`src/rtl/handshake_pkg.sv`:
```
// Shared types for the four-phase req/ack handshake endpoints.
package handshake_pkg;

  typedef enum logic [1:0] {
    IDLE    = 2'd0,
    CAPTURE = 2'd1,
    ACK     = 2'd2
  } hs_rx_state_t;

  localparam int SYNC_STAGES_MIN = 2;

endpackage

```
`src/rtl/sync_multi.sv`:
```
// Multi-flop level synchronizer; dest is src delayed by STAGES dest_clk edges.
module sync_multi #(
  parameter int STAGES = 2
) (
  input  logic rst,
  input  logic src,
  input  logic dest_clk,
  output logic dest
);

  logic [STAGES-1:0] r_sync;

  // Shift chain with synchronous clear.
  always_ff @(posedge dest_clk) begin
    if (rst) begin
      r_sync <= '0;
    end else begin
      r_sync <= {r_sync[STAGES-2:0], src};
    end
  end

  assign dest = r_sync[STAGES-1];

endmodule

```
`src/rtl/handshake_rx.sv`:
```
// Destination side of the four-phase bundled-data handshake: synchronizes the
// request, captures the word into a one-entry buffer and streams it out.
module handshake_rx
  import handshake_pkg::*;
#(
  parameter int BITWIDTH    = 1,
  parameter int SYNC_STAGES = 2,
  parameter int CNT_W       = 16
) (
  input  logic                i_rd_clk,
  input  logic                i_rst,
  input  logic                i_src_req,
  input  logic [BITWIDTH-1:0] i_src_data,
  output logic                o_dest_ack,
  output logic                o_rd_stream_valid,
  input  logic                i_rd_stream_ready,
  output logic [BITWIDTH-1:0] o_rd_stream_data,
  output logic [CNT_W-1:0]    o_xfer_count,
  output logic                o_proto_err
);

  hs_rx_state_t        r_state;
  hs_rx_state_t        w_state_nxt;
  logic                w_req_s;
  logic                w_ok;
  logic                w_capture;
  logic                w_err;
  logic                r_dest_ack;
  logic                r_buf_valid;
  logic [BITWIDTH-1:0] r_data_q;
  logic [CNT_W-1:0]    r_xfer_count;
  logic                r_proto_err;

  sync_multi #(
    .STAGES(SYNC_STAGES)
  ) u_req_sync (
    .rst      (i_rst),
    .src      (i_src_req),
    .dest_clk (i_rd_clk),
    .dest     (w_req_s)
  );

  assign w_ok = r_buf_valid & i_rd_stream_ready;

  // Next-state decode; a drained buffer or a same-cycle ok both free the slot.
  always_comb begin
    w_state_nxt = r_state;
    w_capture   = 1'b0;
    w_err       = 1'b0;
    case (r_state)
      IDLE: begin
        if (w_req_s && (!r_buf_valid || w_ok)) begin
          w_state_nxt = CAPTURE;
        end else begin
          w_state_nxt = IDLE;
        end
      end
      CAPTURE: begin
        if (w_req_s) begin
          w_state_nxt = ACK;
          w_capture   = 1'b1;
        end else begin
          w_state_nxt = IDLE;
          w_err       = 1'b1;
        end
      end
      ACK: begin
        if (!w_req_s) begin
          w_state_nxt = IDLE;
        end else begin
          w_state_nxt = ACK;
        end
      end
      default: begin
        w_state_nxt = IDLE;
      end
    endcase
  end

  // State, buffer, ack and status registers; ack is decoded from next state.
  always_ff @(posedge i_rd_clk) begin
    if (i_rst) begin
      r_state      <= IDLE;
      r_dest_ack   <= 1'b0;
      r_buf_valid  <= 1'b0;
      r_data_q     <= '0;
      r_xfer_count <= '0;
      r_proto_err  <= 1'b0;
    end else begin
      r_state    <= w_state_nxt;
      r_dest_ack <= (w_state_nxt == ACK);
      if (w_capture) begin
        r_data_q    <= i_src_data;
        r_buf_valid <= 1'b1;
      end else if (w_ok) begin
        r_buf_valid <= 1'b0;
      end else begin
        r_buf_valid <= r_buf_valid;
      end
      if (w_ok) begin
        r_xfer_count <= r_xfer_count + {{(CNT_W-1){1'b0}}, 1'b1};
      end else begin
        r_xfer_count <= r_xfer_count;
      end
      if (w_err) begin
        r_proto_err <= 1'b1;
      end else begin
        r_proto_err <= r_proto_err;
      end
    end
  end

  assign o_dest_ack        = r_dest_ack;
  assign o_rd_stream_valid = r_buf_valid;
  assign o_rd_stream_data  = r_data_q;
  assign o_xfer_count      = r_xfer_count;
  assign o_proto_err       = r_proto_err;

endmodule
```
`config.mk`:
```
export PLATFORM = sky130hd
export DESIGN_NAME = handshake_rx
export DESIGN_NICKNAME = d
export VERILOG_FILES = /design/src/rtl/handshake_pkg.sv /design/src/rtl/sync_multi.sv /design/src/rtl/handshake_rx.sv
export SDC_FILE = /design/constraint.sdc
export NUM_CORES = 1
export LEC_CHECK = 0
export CAP_MARGIN = 0
export CORE_MARGIN = 5
export CORE_UTILIZATION = 49
export CTS_BUF_LIST = sky130_fd_sc_hd__clkbuf_4 sky130_fd_sc_hd__clkbuf_8
export DETAILED_ROUTE_END_ITERATION = 8
export GPL_ROUTABILITY_DRIVEN = 1
export PLACE_DENSITY = 0.84
export SYNTH_ARGS = -nofsm -noshare
export SYNTH_HDL_FRONTEND = slang
export SYNTH_SLANG_ARGS = --single-unit
```
`constraint.sdc`:
```
create_clock -name i_rd_clk -period 1.9 [get_ports i_rd_clk]
set_input_delay 0.38 -clock i_rd_clk [delete_from_list [all_inputs] [get_ports i_rd_clk]]
set_output_delay 0.38 -clock i_rd_clk [all_outputs]
set_load 0.03 [all_outputs]
```
==> flow_metrics.tcl, run 1 <==
set metrics [dict create \
    die_area_mm2 0.003196 \
    cp-end-kind "primary output" \
    p_clk_frac 0.327 \
    tns_ps 0 \
    vias 864 \
    cap_violations 0 \
    gp_congestion 0.7578 \
    drt_iter0_drc 17 \
    antenna_cells 0 \
    hold_violations 0 \
    clkTransAtPathRegs_ps 130 \
    critPathLaunchType "flop" \
    drive_above_1_share 0.1458 \
    synth_nets 122 \
    p_sw_frac 0.2064 \
    yosys_warnings 0 \
    postPlaceCellArea_mm2 0.001369 \
    clkLatencyLatePin_ps 310 \
    leakage_nw 0.5339 \
    grt_usage 0.1482 \
    synthArstFlopShare 0 \
    ir_drop_mv 0.3978 \
    setup_viol 0 \
    intPower_uw 638.9 \
    synth_top_area_frac 0.4528 \
    crit_slowest_cell "clkdlybuf4s50_1" \
    synth-edff-count 0 \
    drc 0 \
    ioPinCount 25 \
    synth_most_common_cell "dfxtp_1" \
    power.share.combinational 0.042 \
    ant_nets 0 \
    fin_crit_sh 0.9653 \
    synth_cell_type_count 28 \
    antenna_found_initial 0 \
    fin_nets 154 \
    ys_ff_latch 24 \
    grt_start_max_net_pins 14 \
    die_w_um 56.54 \
    syn_area_mm2 0.001061 \
    place_inst 167 \
    cp_data_arrival_time_ps 1450 \
    finalCriticalPeriod_ps 1834 \
    synth_area_leader_cell "dfxtp_1" \
    synth_flop_cell "dfxtp_1" \
    cts_htree_levels 1 \
    worstPathMaxFanout 6 \
    synth-seq-area-share 0.4528 \
    root_buffer "clkbuf_4" \
    skew_ps 4.566 \
    firstDrtPassIters 4 \
    criticalPathCategory "flop to primary output" \
    crit_chain "clkdlybuf4s50_1" \
    grt_overflow_total 0 \
    power_density_mw_per_mm2 572.5 \
    die_y_um 56.54 \
    grt_pass1_vias 923 \
    seq_power_share 0.632 \
    hold_buffers 0 \
    via_per_inst 5.053 \
    cts_tree "yes" \
    worst_path_largest_cell_delay_ps 710 \
    synth_area_per_cell_um2 9.390 \
    path_buf_inv 1 \
    ys_top_cells_by_count "24 x dfxtp_1, 16 x nor2_1, 9 x nand2_1, 8 x xnor2_1" \
    synthTopCellsByArea "dfxtp_1 45%, xnor2_1 6.6%, nor2_1 5.7%" \
    syn_to_final_growth_pct 32.55 \
    fp.coreArea_mm2 0.002022 \
    stdcell_count 171 \
    cts_buffers 3 \
    synthCells 113 \
    path_delay_family "buffers and inverters" \
    fin_area_mm2 0.001406 \
    numPortBuffers 24 \
    grt_pass1_wl_um 3808 \
    p_sw_uw 166.2 \
    hpwl_um 1611 \
    slew-limit-headroom 0.6724 \
    cts_sinks 24 \
    initial_core_util 0.5248 \
    finalWirelength_um 2221 \
    worstPathRequired_ps 1520 \
    outcome "completed" \
    min_path_type "flop to flop" \
    worst-slew-pin-transition_ps 489.8 \
    cts_buffer_depth 2 \
    clock.fmax_mhz 545.3 \
    slew_viol_final 0 \
    rsz0062_at_grt "no" \
    placementRows 16 \
    wl_per_cell_um 12.99 \
]
[worst reg2reg max path: stages, from the launching register on]
cell and delay (ps):
dfxtp_1 410, ha_1 240, nand4_2 180, nor3_1 310
xnor2_1 160, nor2_1 50
[sequential cells by signal, indices dropped and copies added, names as in the netlist]
signal	flops
r_state	2
o_rd_stream_data	1
o_xfer_count	16
u_req_sync.r_sync	2
o_rd_stream_valid	1
o_dest_ack	1
o_proto_err	1
[layout make-up]
cell class	count	area (µm²)
Inverter	6	22.52
Timing Repair Buffer	30	286.5
Tap cell	27	33.78
Clock buffer	4	36.28
Multi-Input combinational cell	80	546.8
Fill cell	161	615.6
Sequential cell	24	480.5
[power groups by stage]
stage / Sequential [mW] / Combinational (mW) / Clock, mW
floorplan: 0.522 / 0.0131 / 0
global placement: 0.520 / 0.0321 / 0
detailed placement: 0.520 / 0.0330 / 0
CTS: 0.509 / 0.0335 / 0.271
global route: 0.509 / 0.0360 / 0.292
finish: 0.509 / 0.0335 / 0.263
[logic make-up after synthesis]
family                     Yosys count  synth area share
adders and majority gates            4           0.04717
buffers and inverters                9           0.03184
muxes                                1           0.01415
xor gates and xnor gates            12           0.09906
AOI/OAI and AO/OA                    8           0.04127
and+or+nand+nor                     55            0.3137
DFF                                 24            0.4528
[layer usage]
layer / GRT usage / wire length, µm
met1: 0.1613 / 1008
met3: 0.02982 / 69
met2: 0.2789 / 1130
met4: 0.05085 / 12
met5: 0 / 0
[cell usage in the layout (no fill, tap or decap), types with 2 or more instances in the layout]
cell	count
dfxtp_1	24
clkdlybuf4s50_1	22
nor2_1	16
nand2_1	9
xnor2_1	8
inv_1	6
nand3_1	6
a21oi_1	6
buf_4	6
nor3_1	5
xor2_1	4
ha_1	4
nor2b_1	3
clkbuf_4	3
nand4_1	2
nor4_2	2
nor4_1	2
[repair_timing]
item,CTS,global route
resized for setup,1,1
buffers inserted,0,0
setup endpoints to repair,1,1
[worst paths after layout]
check | startpoint | end | slack (ps) | cells after the start
hold reg to reg | u_req_sync.r_sync[0] | u_req_sync.r_sync[1] | 460 | 1
setup / recovery | o_xfer_count[7] | o_xfer_count[7] | 70 | 1
setup reg to reg | o_xfer_count[0] | o_xfer_count[10] | 420 | 5
hold / removal | u_req_sync.r_sync[0] | u_req_sync.r_sync[1] | 460 | 1
[per-stage QoR]
step / hold slack (ps) / setup WS (ps) / util / power (mW)
2_1_floorplan: 413.8 / 289.5 / - / 0.5347
3_3_place_gp: 419.9 / 88.31 / 0.6770 / 0.5517
3_5_place_dp: 431.0 / 53.62 / 0.6770 / 0.5528
4_1_cts: 458.4 / 34.83 / 0.6943 / 0.8131
5_1_grt: 496.4 / 5.015 / 0.6955 / 0.8373
6_report: 458.7 / 66.00 / 0.6955 / 0.8051
Power figures use the tool's default switching activity.
==> run 2: changes to the inputs <==
==> constraint.sdc (replaced) <==
create_clock -name i_rd_clk -period 1.9 [get_ports i_rd_clk]
set_input_delay 0.285 -clock i_rd_clk [delete_from_list [all_inputs] [get_ports i_rd_clk]]
set_output_delay 0.285 -clock i_rd_clk [all_outputs]
set_load 0.03 [all_outputs]
==> flow_metrics.tcl, run 2 (synthesis results as in run 1) <==
set metrics [dict create \
    hpwl_um 1511 \
    cts_htree_levels 1 \
    grt_usage 0.1322 \
    clock.fmax_mhz 546.5 \
    placementRows 16 \
    initial_core_util 0.5248 \
    cp_data_arrival_time_ps 1540 \
    cap_violations 0 \
    numPortBuffers 24 \
    grt_pass1_wl_um 3394 \
    grt_busiest_layer "met2" \
    drive_above_1_share 0.1338 \
    clkLatencyLatePin_ps 310 \
    fin_nets 152 \
    met1_usage 0.1588 \
    crit_chain "clkdlybuf4s50_1" \
    place_inst 165 \
    power_density_mw_per_mm2 581.0 \
    finalWirelength_um 2026 \
    hold_end "u_req_sync.r_sync[1]" \
    final_util 0.6875 \
    root_buffer "clkbuf_4" \
    postPlaceCellArea_mm2 0.001354 \
    cp-end-kind "primary output" \
    worstPathMaxFanout 7 \
    gr-usage-met3 0.02982 \
    leakage_nw 0.4993 \
    finalCriticalPeriod_ps 1830 \
    grt_use_met2 0.2211 \
    cts_buffer_depth 2 \
    skew_ps 9.746 \
    drc 0 \
    slew-limit-headroom 0.6880 \
    hold_buffers 0 \
    grt_start_max_net_pins 14 \
    ant_nets 0 \
    cts_sinks 24 \
    hold_violations 0 \
    antenna_cells 0 \
    reg2reg_from "o_xfer_count[0]" \
    post-cts-setup-buffers 0 \
    critPathLaunchType "flop" \
    p_total_uw 807.7 \
    outcome "completed" \
    r2r_cells 5 \
    stdcell_count 169 \
    largest_reg_flops 16 \
    layout_common_cells "24 x clkdlybuf4s50_1, 24 x dfxtp_1, 16 x nor2_1" \
    r2r_setup_slack_ps 450 \
    firstDrtPassIters 3 \
    hold_depth 1 \
    criticalPathCategory "flop to primary output" \
    r2r_end "o_xfer_count[14]" \
    die_y_um 56.54 \
    crit_slowest_cell "clkdlybuf4s50_1" \
    min-delay-start "u_req_sync.r_sync[0]" \
    setup_viol 0 \
    fp.coreArea_mm2 0.002022 \
    worst-slew-pin-transition_ps 466.6 \
    worst_path_largest_cell_delay_ps 740 \
    worstPathRequired_ps 1620 \
    slew_viol_final 0 \
    vias 851 \
    ioPinCount 25 \
    wl_per_cell_um 11.99 \
    antenna_found_initial 0 \
    gp_congestion 0.7584 \
    cts_buffers 3 \
    drt_iter0_drc 5 \
    ir_drop_mv 0.3446 \
    tns_ps 0 \
    die_area_mm2 0.003196 \
    grt_overflow_total 0 \
    syn_to_final_growth_pct 31.01 \
    fin_crit_sh 0.9630 \
    path_buf_inv 1 \
    path_delay_family "buffers and inverters" \
    grt_pass1_vias 810 \
    rsz0062_at_grt "no" \
    min_path_type "flop to flop" \
    cts_tree "yes" \
    clkTransAtPathRegs_ps 130 \
    die_w_um 56.54 \
    fin_area_mm2 0.001390 \
    via_per_inst 5.036 \
    ctsResizeCount 0 \
]
[run 2: cell types whose count changed in the layout (fill, tap and decap cells not counted)]
| cell | change |
|---|---|
| buf_4 | -2 |
| clkdlybuf4s50_1 | +2 |
| dlygate4sd2_1 | -1 |
| dlymetal6s2s_1 | -1 |
[run 2: power by group]
part | total (mW) | internal, mW | switching [mW]
logic | 0.0328 | 0.0153 | 0.0175
clock network | 0.266 | 0.117 | 0.149
registers | 0.509 | 0.507 | 0.00180
[run 2: layout make-up]
class	instances	area (µm²)
Clock buffer	4	36.28
Fill cell	169	631.9
Inverter	6	22.52
Multi-Input combinational cell	80	546.8
Sequential cell	24	480.5
Tap cell	27	33.78
Timing Repair Buffer	28	270.3
[run 2: metal layers]
layer  vias to the layer above  part of all wire
li1                        439                 -
met4                         0             0.018
met3                         5             0.044
met1                       393              0.45
met2                        14              0.48
met5                         -                 0
[run 2: through the flow]
step / setup WS, ps / hold WS (ps)
final: 70.28 / 462.8
after global routing: 19.43 / 475.5
after CTS: 68.73 / 464.2
after detailed placement: 152.2 / 445.6
after global placement: 180.7 / 420.3
after floorplan: 289.5 / 413.2
[run 2: worst max-delay path by stage]
stage | from | end | slack (ps) | cells past startpoint
global route | o_xfer_count[3] | o_xfer_count[3] | 20 | 1
detailed placement | i_rd_stream_ready | o_xfer_count[15] | 150 | 5
CTS | o_xfer_count[3] | o_xfer_count[3] | 70 | 1
global placement | i_rd_stream_ready | o_xfer_count[14] | 180 | 5
finish | o_xfer_count[3] | o_xfer_count[3] | 70 | 1
floorplan | o_xfer_count[4] | o_xfer_count[15] | 290 | 4
==> run 3: changes to the inputs <==
Settings changed: MAX_ROUTING_LAYER set to met4.
==> flow_metrics.tcl, run 3 (synthesis results as in run 1) <==
set metrics [dict create \
    whs_ps 462.8 \
    antenna_found_initial 0 \
    clkTransAtPathRegs_ps 130 \
    crit_slowest_cell "clkdlybuf4s50_1" \
    path_buf_inv 1 \
    wl_per_cell_um 11.99 \
    drc 0 \
    tns_ps 0 \
    initial_core_util 0.5248 \
    finalCriticalPeriod_ps 1829 \
    via_per_inst 5.036 \
    fin_nets 152 \
    skew_ps 9.746 \
    cts_htree_levels 1 \
    die_y_um 56.54 \
    worst_path_largest_cell_delay_ps 740 \
    antenna_cells 0 \
    min_path_type "flop to flop" \
    cts_buffer_depth 2 \
    slew-limit-headroom 0.6880 \
    cts_buffers 3 \
    worst-slew-pin-transition_ps 466.6 \
    ctsResizeCount 0 \
    finalWirelength_um 2026 \
    root_buffer "clkbuf_4" \
    setup_viol 0 \
    fp.coreArea_mm2 0.002022 \
    die_area_mm2 0.003196 \
    grt_pass1_wl_um 3394 \
    clock.fmax_mhz 546.7 \
    ant_nets 0 \
    hold_buffers 0 \
    post-cts-setup-buffers 0 \
    layout_common_cells "24 x clkdlybuf4s50_1, 24 x dfxtp_1, 16 x nor2_1" \
    cp_data_arrival_time_ps 1540 \
    path_delay_family "buffers and inverters" \
    drive_above_1_share 0.1338 \
    slew_viol_final 0 \
    worstPathMaxFanout 7 \
    firstDrtPassIters 3 \
    leakage_nw 0.4993 \
    cp-end-kind "primary output" \
    syn_to_final_growth_pct 31.01 \
    ir_drop_mv 0.3446 \
    postPlaceCellArea_mm2 0.001354 \
    die_w_um 56.54 \
    hpwl_um 1511 \
    fin_crit_sh 0.9627 \
    hold_violations 0 \
    grt_usage 0.1358 \
    power_density_mw_per_mm2 581.0 \
    largest_reg_flops 16 \
    drt_iter0_drc 5 \
    rsz0062_at_grt "no" \
    final_util 0.6875 \
    grt_overflow_total 0 \
    grt_pass1_vias 810 \
    ioPinCount 25 \
    criticalPathCategory "flop to primary output" \
    clkLatencyLatePin_ps 310 \
    critPathLaunchType "flop" \
    outcome "completed" \
    numPortBuffers 24 \
    p_total_uw 807.7 \
    placementRows 16 \
    cts_sinks 24 \
    cts_tree "yes" \
    fin_area_mm2 0.001390 \
    worstPathRequired_ps 1620 \
    cap_violations 0 \
    grt_start_max_net_pins 14 \
    gp_congestion 0.7683 \
    vias 851 \
    crit_chain "clkdlybuf4s50_1" \
]
==> run 3: cell counts in the layout (fill, tap and decap cells not counted) <==
Identical to the previous run, type by type.
==> run 3: metal layers <==
metal / GRT usage / share of wire
met1: 0.1602 / 0.46
met2: 0.2211 / 0.48
met3: 0.02752 / 0.040
met4: 0.06102 / 0.018
met5: - / 0
==> run 3: power breakdown <==
group | internal (mW) | switching, mW
combinational | 0.0153 | 0.0175
clock | 0.117 | 0.149
sequential | 0.507 | 0.00180
total | 0.639 | 0.169
==> run 3: final timing paths <==
path	from	endpoint	slack, ps	cells past startpoint
min reg2reg	u_req_sync.r_sync[0]	u_req_sync.r_sync[1]	460	1
min	u_req_sync.r_sync[0]	u_req_sync.r_sync[1]	460	1
max	o_xfer_count[3]	o_xfer_count[3]	70	1
max reg2reg	o_xfer_count[0]	o_xfer_count[14]	450	5
==> run 3: layout make-up <==
type / count / area, µm²
clock buffers: 4 / 36.28
fillers: 169 / 631.9
inverters: 6 / 22.52
multi-input cells: 80 / 546.8
flip-flops and latches: 24 / 480.5
well taps: 27 / 33.78
repair buffers: 28 / 270.3
==> run 3: metrics by stage <==
step / instances / worst slack [ps]
after floorplan: 113 / 289.5
after global placement: 165 / 180.7
after detailed placement: 165 / 152.2
after CTS: 169 / 68.73
after global routing: 169 / 19.43
final: 169 / 70.84
